**src/rtl/dmem_arbiter.sv**
```systemverilog
// Two-port round-robin arbiter for a single-port synchronous data memory.
// Optional owner lock when DMEM_ARB_LOCK_EN is defined.
module dmem_arbiter #(
  parameter int unsigned ADDR_W    = 32,
  parameter int unsigned DATA_W    = 32,
  parameter int unsigned MAX_GRANT = 4
) (
  input  logic              clk,
  input  logic              reset_n_i,
  input  logic              m0_req_i,
  input  logic              m0_we_i,
  input  logic [ADDR_W-1:0] m0_addr_i,
  input  logic [DATA_W-1:0] m0_wdata_i,
  output logic              m0_gnt_o,
  output logic              m0_rvalid_o,
  output logic [DATA_W-1:0] m0_rdata_o,
  input  logic              m1_req_i,
  input  logic              m1_we_i,
  input  logic [ADDR_W-1:0] m1_addr_i,
  input  logic [DATA_W-1:0] m1_wdata_i,
  output logic              m1_gnt_o,
  output logic              m1_rvalid_o,
  output logic [DATA_W-1:0] m1_rdata_o,
`ifdef DMEM_ARB_LOCK_EN
  input  logic              m0_lock_i,
  input  logic              m1_lock_i,
`endif
  output logic              mem_en_o,
  output logic              mem_we_o,
  output logic [ADDR_W-1:0] mem_addr_o,
  output logic [DATA_W-1:0] mem_wdata_o,
  input  logic [DATA_W-1:0] mem_rdata_i
);

  localparam int unsigned CNT_W = $clog2(MAX_GRANT + 1);
  localparam logic [CNT_W-1:0] CNT_MAX = CNT_W'(MAX_GRANT);
  localparam logic [CNT_W-1:0] CNT_ONE = CNT_W'(1);

  typedef enum logic [1:0] {IDLE, OWN0, OWN1} state_t;

  state_t           state_q, state_d;
  logic             ptr_q, ptr_d;
  logic [CNT_W-1:0] cnt_q, cnt_d;
  logic [CNT_W-1:0] cnt_inc;
  logic             rd_vld_q, rd_port_q;
  logic             gnt0, gnt1;
  logic             lock0, lock1;

`ifdef DMEM_ARB_LOCK_EN
  assign lock0 = m0_lock_i;
  assign lock1 = m1_lock_i;
`else
  assign lock0 = 1'b0;
  assign lock1 = 1'b0;
`endif

  assign cnt_inc = (cnt_q < CNT_MAX) ? cnt_q + CNT_ONE : cnt_q;

  always_comb begin
    state_d = state_q;
    ptr_d   = ptr_q;
    cnt_d   = cnt_q;
    gnt0    = 1'b0;
    gnt1    = 1'b0;
    case (state_q)
      IDLE: begin
        if (m0_req_i && (!m1_req_i || !ptr_q)) begin
          gnt0    = 1'b1;
          state_d = OWN0;
          cnt_d   = CNT_ONE;
        end else if (m1_req_i) begin
          gnt1    = 1'b1;
          state_d = OWN1;
          cnt_d   = CNT_ONE;
        end
      end
      // A locked owner with no request keeps ownership but issues no beat.
      OWN0: begin
        if (m0_req_i && (lock0 || cnt_q < CNT_MAX || !m1_req_i)) begin
          gnt0  = 1'b1;
          cnt_d = cnt_inc;
        end else if (lock0 && !m0_req_i) begin
          state_d = OWN0;
        end else if (m1_req_i) begin
          gnt1    = 1'b1;
          state_d = OWN1;
          cnt_d   = CNT_ONE;
        end else begin
          state_d = IDLE;
          ptr_d   = 1'b1;
        end
      end
      OWN1: begin
        if (m1_req_i && (lock1 || cnt_q < CNT_MAX || !m0_req_i)) begin
          gnt1  = 1'b1;
          cnt_d = cnt_inc;
        end else if (lock1 && !m1_req_i) begin
          state_d = OWN1;
        end else if (m0_req_i) begin
          gnt0    = 1'b1;
          state_d = OWN0;
          cnt_d   = CNT_ONE;
        end else begin
          state_d = IDLE;
          ptr_d   = 1'b0;
        end
      end
      default: state_d = IDLE;
    endcase
    // Outputs are forced quiet for the whole reset cycle.
    if (!reset_n_i) begin
      gnt0 = 1'b0;
      gnt1 = 1'b0;
    end
  end

  always_ff @(posedge clk) begin
    if (!reset_n_i) begin
      state_q   <= IDLE;
      ptr_q     <= 1'b0;
      cnt_q     <= '0;
      rd_vld_q  <= 1'b0;
      rd_port_q <= 1'b0;
    end else begin
      state_q   <= state_d;
      ptr_q     <= ptr_d;
      cnt_q     <= cnt_d;
      rd_vld_q  <= (gnt0 && !m0_we_i) || (gnt1 && !m1_we_i);
      rd_port_q <= gnt1;
    end
  end

  assign m0_gnt_o    = gnt0;
  assign m1_gnt_o    = gnt1;
  assign mem_en_o    = gnt0 | gnt1;
  assign mem_we_o    = (gnt0 & m0_we_i) | (gnt1 & m1_we_i);
  assign mem_addr_o  = gnt0 ? m0_addr_i  : (gnt1 ? m1_addr_i  : '0);
  assign mem_wdata_o = gnt0 ? m0_wdata_i : (gnt1 ? m1_wdata_i : '0);

  assign m0_rvalid_o = reset_n_i & rd_vld_q & ~rd_port_q;
  assign m1_rvalid_o = reset_n_i & rd_vld_q & rd_port_q;
  assign m0_rdata_o  = mem_rdata_i;
  assign m1_rdata_o  = mem_rdata_i;

endmodule

```
**config.mk**
```make
export PLATFORM = sky130hd
export DESIGN_NAME = dmem_arbiter
export DESIGN_NICKNAME = d
export VERILOG_FILES = /design/src/rtl/dmem_arbiter.sv
export SDC_FILE = /design/constraint.sdc
export NUM_CORES = 1
export LEC_CHECK = 0
export ABC_AREA = 1
export CAP_MARGIN = 20
export CORE_AREA = 2 2 115 117
export DETAILED_ROUTE_END_ITERATION = 12
export DIE_AREA = 0 0 117 119
export PLACE_DENSITY_LB_ADDON = 0.08
export SLEW_MARGIN = 40
export SYNTH_ARGS = -nofsm -noshare
export SYNTH_HDL_FRONTEND = slang
export SYNTH_SLANG_ARGS = --single-unit
```
**constraint.sdc**
```tcl
create_clock -name clk -period 2.4 [get_ports clk]
set_clock_uncertainty 0.1 [all_clocks]
set_input_delay 0.36 -clock clk [delete_from_list [all_inputs] [get_ports clk]]
set_output_delay 0.36 -clock clk [all_outputs]
set_load 0.02 [all_outputs]
```
==> summary.md, run 1 <==
| Metric | Value |
|---|---|
| Outcome | `completed` |
| Combinational group share of total power | `84.7%` |
| Number of antenna violations at the first check in global routing | `0` |
| GRT Overall Usage | `14.3%` |
| Total standard cell area after synthesis | `2370 sq um` |
| Slew at the pin closest to its max-slew limit | `0.463 ns` |
| Drt total wl | `10,800 um` |
| Post-layout util | `33.9%` |
| Number of synthesized register bits | `8` |
| H-tree Lvls | `1` |
| Drt via density | `4.08` |
| Fin. max-slew vios | `0` |
| Static power due to leakage | `2.17 nW` |
| Final Hold Vio Count | `0` |
| Port bufs | `203` |
| Total number of placement rows | `42` |
| Clk slew on worst S/H paths | `0.04 ns` |
| Syn-to-layout area delta | `84.1%` |
| Drt initial violations | `83` |
| Total congestion overflow after global routing | `0` |
| Maximum clock rate | `0.435 GHz` |
| Remaining design rule violation count | `0` |
| Worst-case clock buffer depth | `2` |
| Length of the first detailed-routing pass in iterations | `4` |
| Diodes inserted | `0` |
| Root Buffer | `clkbuf_16` |
| Setup TNS | `0 ns` |
| Share of the synthesized area in compound gates (AO/OA/AOI/OAI) | `4.22%` |
| Fraction of power consumed by the clock network | `8.6%` |
| Number of synthesized flops with an enable pin | `0` |
| Count of yosys warnings during synthesis | `0` |
| Proportion of layout cells with a drive suffix above 1 | `32.9%` |
| Dominant combinational cell family by area after synthesis | `simple AND/OR/NAND/NOR gates` |
| Share of synthesized cell area in and, or, nand and nor gates | `52.5%` |
| Sw Pwr | `0.00165 W` |
| Normalized max-slew margin | `68.8%` |
| Most common cell after layout, fill and taps aside | `nand2_1` |
| Insertion delay of the later-clocked pin in the worst-skew pair | `0.24 ns` |
| Height of the die | `119 um` |
| Max rail drop VDD | `0.432 mV` |
| Final setup margin | `0.102 ns` |
| Post-Synthesis Net Count | `552` |
| Share of the yosys chip area belonging to registers | `6.75%` |
| Detailed placer's ending HPWL | `8410 um` |
| Start-to-end type of the worst setup path | `reg2out` |
| Area of the die | `13,900 sq um` |
| Most used cells in the layout excluding fill and tap cells | `nand2_1, clkdlybuf4s50_1, buf_4` |
| Internal power summed over all cells | `0.00166 W` |
| Maximum number of pins on one net before global-route repair | `19` |
| Cts-stage hold buffer count | `0` |
| Hold/Removal Path Class | `reg2reg` |
| Via total after detailed routing | `2,953` |
| Area of the multi-input gates | `1460 sq um` |
| Sw Share | `49.8%` |
| Fillcell total | `1,408` |
| Max capacitance violation total | `0` |
| Wire length of the first global-routing pass | `15,400 um` |
| RSZ-0062 raised after global routing | `yes` |
| Sequential power share | `6.7%` |
| Nets | `721` |
| XOR/XNOR share of the synthesized area | `0.369%` |
| Initial Util | `18.4%` |
| Final-report setup violation count | `0` |
| Adder-cell share of the synthesized area | `3.17%` |
| Fraction of synthesized area in multiplexers | `0%` |
| Async S/R FF share, synth | `0%` |
| Worst setup SP type | `flop` |
| Maximum fanout encountered on the critical timing path | `15` |
| Count of boundary I/O pins | `300` |
| Worst hold slack | `0.356 ns` |
| Core Area | `12,900 sq um` |
| Number of routed nets with antenna violations | `0` |
| WL/cell | `15.0 um` |
| Placer congestion estimate | `0.760` |
| TritonCTS clock tree | `yes` |
| WP data arrival | `1.84 ns` |
| Mean Syn Cell Area | `6.24 sq um` |
| Portion of the clock cycle consumed by the worst path in the final layout | `95.8%` |
| Pre-CTS setup slack | `-0.667 ns` |
| Total CTS buffers | `3` |
| Synthesized instance count | `380` |
| Number of global-route vias before repair | `2,899` |
| Die X-Extent | `117 um` |
| Register area | `168 sq um` |
| Pwr per Cell Area | `759 nW/um^2` |
| Number of unique standard cell types used by synthesis | `25` |
| CP endpoint kind | `output pin` |
| WP data required | `1.94 ns` |
| Flip-flop cell with the highest count after synthesis | `dfxtp_1` |
| Minimum clock period | `2.30 ns` |
| Clock Sink Count | `8` |
[cells in the mapped netlist, types with 2 or more instances]
cell type  count  area (sq um)
nand2_1      160           601
buf_4         66           495
nand3_2       41           410
nand3_1       33           165
inv_1         12          45.0
nor2_1        10          37.5
buf_6          8          90.1
dfxtp_1        8           160
buf_2          7          35.0
a21oi_1        6          30.0
ha_1           6          75.1
buf_12         5           100
a21oi_2        3          26.3
inv_2          3          11.3
o21ai_0        2          10.0
[per-stage QoR]
| step | instance area (sq um) | std cells | power [W] |
|---|---|---|---|
| final | 4370 | 723 | 0.00331 |
| after global routing | 4370 | 723 | 0.00357 |
| after CTS | 4320 | 721 | 0.00329 |
| after detailed placement | 4300 | 712 | 0.00300 |
| after global placement | 4300 | 712 | 0.00300 |
| after floorplan | 2370 | 380 | 0.00184 |
[power groups by stage]
stage	Sequential [W]	Clock, W	Combinational [W]
finish	0.000223	0.000285	0.00280
global route	0.000230	0.000297	0.00304
global placement	0.000207	0	0.00280
detailed placement	0.000208	0	0.00279
floorplan	0.000198	0	0.00165
CTS	0.000209	0.000287	0.00279
[per-layer routing]
metal  vias up  global-route usage [%]  part of all wire [%]
met5         -                       0                     0
met4         0                    2.72                   1.1
met3        18                    3.77                   9.5
met2       131                    28.3                    53
met1      1327                    14.6                    36
li1       1477                       -                     -
[critical path, cell delays in order, from the launching register on]
cell	delay, ns
dfxtp_4	0.37
inv_2	0.05
ha_2	0.17
buf_4	0.15
nand2_1	0.08
nand3_2	0.09
nand2_4	0.11
clkinv_8	0.11
buf_16	0.18
nand3_2	0.08
nand2_1	0.05
buf_4	0.15
[worst paths after layout]
check	from	to	slack (ns)	cells after the start
hold / removal	cnt_q[1]	cnt_q[1]	0.36	2
setup / recovery	state_q[1]	mem_wdata_o[1]	0.10	11
hold reg to reg	cnt_q[1]	cnt_q[1]	0.36	2
setup reg to reg	state_q[0]	state_q[1]	0.62	11
[flip-flops by register name, summed over array words and instances (netlist names)]
name       flops
rd_vld_q       1
cnt_q          3
state_q        2
ptr_q          1
rd_port_q      1
[cell families after synthesis]
logic type	count (synthesis)
AND/OR/NAND/NOR	248
AO/OA/AOI/OAI	15
buffers and inverters	102
XOR/XNOR	1
adder cells (fa/ha/maj)	6
flip-flops	8
[timing repair]
action                                 4_1_cts  5_1_grt
buffers inserted                             2        0
gates cloned                                 4        2
gates resized for setup                    300       30
endpoints found under the hold margin        0        0
pin swaps                                    2        3
setup endpoints to repair                   68       67
[cell type report]
| class | count | area share (%) |
|---|---|---|
| clock buffer | 3 | 1.72 |
| inverter | 16 | 2.01 |
| multi-input combinational | 270 | 33.5 |
| sequential | 8 | 3.84 |
| tap | 176 | 5.04 |
| timing repair buffer | 250 | 53.9 |
(Power assumes the default switching activity.)
==> run 2, diff against run 1 <==
Settings changed: CORE_AREA 2 2 115 117 to 3 3 116 118, DIE_AREA 0 0 117 119 to 0 0 119 121.
==> summary.md, run 2 (same netlist as run 1, synthesis figures left out) <==
| Metric | Value |
|---|---|
| Normalized max-slew margin | `72.7%` |
| WP data arrival | `1.89 ns` |
| Number of antenna violations at the first check in global routing | `0` |
| Detailed placer's ending HPWL | `8420 um` |
| Via total after detailed routing | `2,846` |
| Count of boundary I/O pins | `300` |
| Most utilized layer in the global route result | `met2` |
| Number of global-route vias before repair | `2,801` |
| Slowest stage cell, crit path | `dfxtp_2` |
| Number of cells in the design after placement | `701` |
| Final setup margin | `0.0497 ns` |
| Number of flip-flops in the largest register | `3` |
| Height of the die | `121 um` |
| Final-report setup violation count | `0` |
| Area of the die | `14,400 sq um` |
| Core Area | `12,600 sq um` |
| Length of the first detailed-routing pass in iterations | `4` |
| Max capacitance violation total | `0` |
| CP endpoint kind | `output pin` |
| Portion of the clock cycle consumed by the worst path in the final layout | `97.9%` |
| H-tree Lvls | `1` |
| Worst-case clock buffer depth | `2` |
| Start-to-end type of the worst setup path | `reg2out` |
| Leading registers by flop count | `cnt_q x3, state_q x2` |
| Met3 GRT Util | `3.36%` |
| Maximum clock rate | `0.425 GHz` |
| Static power due to leakage | `2.09 nW` |
| Remaining design rule violation count | `0` |
| Pwr per Cell Area | `745 nW/um^2` |
| Port bufs | `203` |
| Drt total wl | `10,500 um` |
| Syn-to-layout area delta | `76.5%` |
| Sequential power share | `6.8%` |
| Hold/Removal Path Class | `reg2reg` |
| Diodes inserted | `0` |
| Fraction of power consumed by the clock network | `9.0%` |
| Maximum number of pins on one net before global-route repair | `30` |
| Internal power summed over all cells | `0.00154 W` |
| Root Buffer | `clkbuf_16` |
| Non-Filler Instances | `708` |
| Initial Util | `18.9%` |
| Final Hold Vio Count | `0` |
| Routing usage on met1 | `15.9%` |
| GR met2 Demand/Resource | `24.9%` |
| WL/cell | `14.9 um` |
| Cell Chain, Critical Path | `inv_2, ha_2, nand2_2, o211ai_2, nand2_4, buf_6, bufbuf_16, nand3_2, nand2_1, buf_4` |
| Wire length of the first global-routing pass | `15,700 um` |
| Worst hold slack | `0.369 ns` |
| Most used cells in the layout excluding fill and tap cells | `nand2_1, clkdlybuf4s50_1, buf_2` |
| Outcome | `completed` |
| Sw Share | `50.7%` |
| TritonCTS clock tree | `yes` |
| Maximum fanout encountered on the critical timing path | `11` |
| Critical Path Max Stage Delay | `0.33 ns` |
| Biggest register | `cnt_q` |
| Die X-Extent | `119 um` |
| Nets | `710` |
| Placer congestion estimate | `0.851` |
| Clock Sink Count | `8` |
| Minimum clock period | `2.35 ns` |
| Cts-stage hold buffer count | `0` |
| Drt via density | `4.02` |
| Slew at the pin closest to its max-slew limit | `0.405 ns` |
| Buffers & Inverters on Critical Path | `4` |
| Insertion delay of the later-clocked pin in the worst-skew pair | `0.23 ns` |
| Total congestion overflow after global routing | `0` |
| Combinational group share of total power | `84.2%` |
| Total CTS buffers | `3` |
| Max rail drop VDD | `0.358 mV` |
| Pre-CTS setup slack | `-0.651 ns` |
| Worst setup SP type | `flop` |
| Fin. max-slew vios | `0` |
| Drt initial violations | `76` |
| Clk slew on worst S/H paths | `0.04 ns` |
| Most common cell after layout, fill and taps aside | `nand2_1` |
| Sw Pwr | `0.00158 W` |
| Critical path's top delay family | `buffers and inverters` |
| Number of routed nets with antenna violations | `0` |
| RSZ-0062 raised after global routing | `yes` |
| GRT Overall Usage | `13.4%` |
| WP data required | `1.94 ns` |
| Proportion of layout cells with a drive suffix above 1 | `31.5%` |
| Total number of placement rows | `41` |
-- run 2: changes by cell type in the layout (fill, tap and decap cells not counted), sizes merged --
cell	delta
clkdlybuf4s50	-1
inv	+2
clkdlybuf4s15	+1
bufbuf	+2
dlygate4sd2	+1
buf	-14
clkinv	-2
-- run 2: tightest hold or removal path, cell delays in order (launching register included) --
cell and delay [ns]:
dfxtp_1 0.30, nand2_1 0.06, a21oi_1 0.05
-- run 2: path summary, 6_finish.rpt --
| check | startpoint | slack, ns | endpoint | depth (start not counted) |
|---|---|---|---|---|
| max | state_q[0] | 0.05 | mem_addr_o[20] | 10 |
| max reg2reg | state_q[0] | 0.66 | state_q[1] | 10 |
| min | cnt_q[1] | 0.37 | cnt_q[1] | 2 |
| min reg2reg | cnt_q[1] | 0.37 | cnt_q[1] | 2 |
-- run 2: final cells by class --
cell class                 instances  area, sq um
fill                            1393         8380
tap                              172          215
inverter                          16         72.6
multi-input combinational        270         1450
timing repair buffer             239         2210
sequential                         8          163
clock buffer                       3         75.1
-- run 2: power groups by stage --
| stage | logic [W] | registers, W | clock network [W] |
|---|---|---|---|
| detailed placement | 0.00275 | 0.000207 | 0 |
| global placement | 0.00277 | 0.000207 | 0 |
| CTS | 0.00269 | 0.000211 | 0.000285 |
| finish | 0.00262 | 0.000211 | 0.000282 |
| floorplan | 0.00165 | 0.000198 | 0 |
| global route | 0.00287 | 0.000215 | 0.000295 |
-- run 2: layer usage --
layer | vias to the layer above | part of all wire (%)
met5 | - | 0
met4 | 0 | 0.82
met2 | 136 | 52
met3 | 17 | 8.0
met1 | 1242 | 39
li1 | 1451 | -
-- run 2: repair_timing --
item / 4_1_cts / 5_1_grt
setup endpoints to repair: 68 / 55
endpoints found under the hold margin: 0 / 0
gates cloned: 2 / 1
setup buffers: 0 / 1
resized for setup: 274 / 41
pin swaps: 2 / 1
-- run 2: through the flow --
stage / area (sq um) / TNS (ns) / total power (W) / utilization [%]
after detailed placement: 4240 / -40.63 / 0.00296 / 33.8
final: 4180 / 0 / 0.00312 / 33.3
after floorplan: 2370 / 0 / 0.00184 / -
after global routing: 4180 / -0.483 / 0.00338 / 33.3
after global placement: 4240 / -40.28 / 0.00298 / 33.8
after CTS: 4270 / 0 / 0.00318 / 34.0
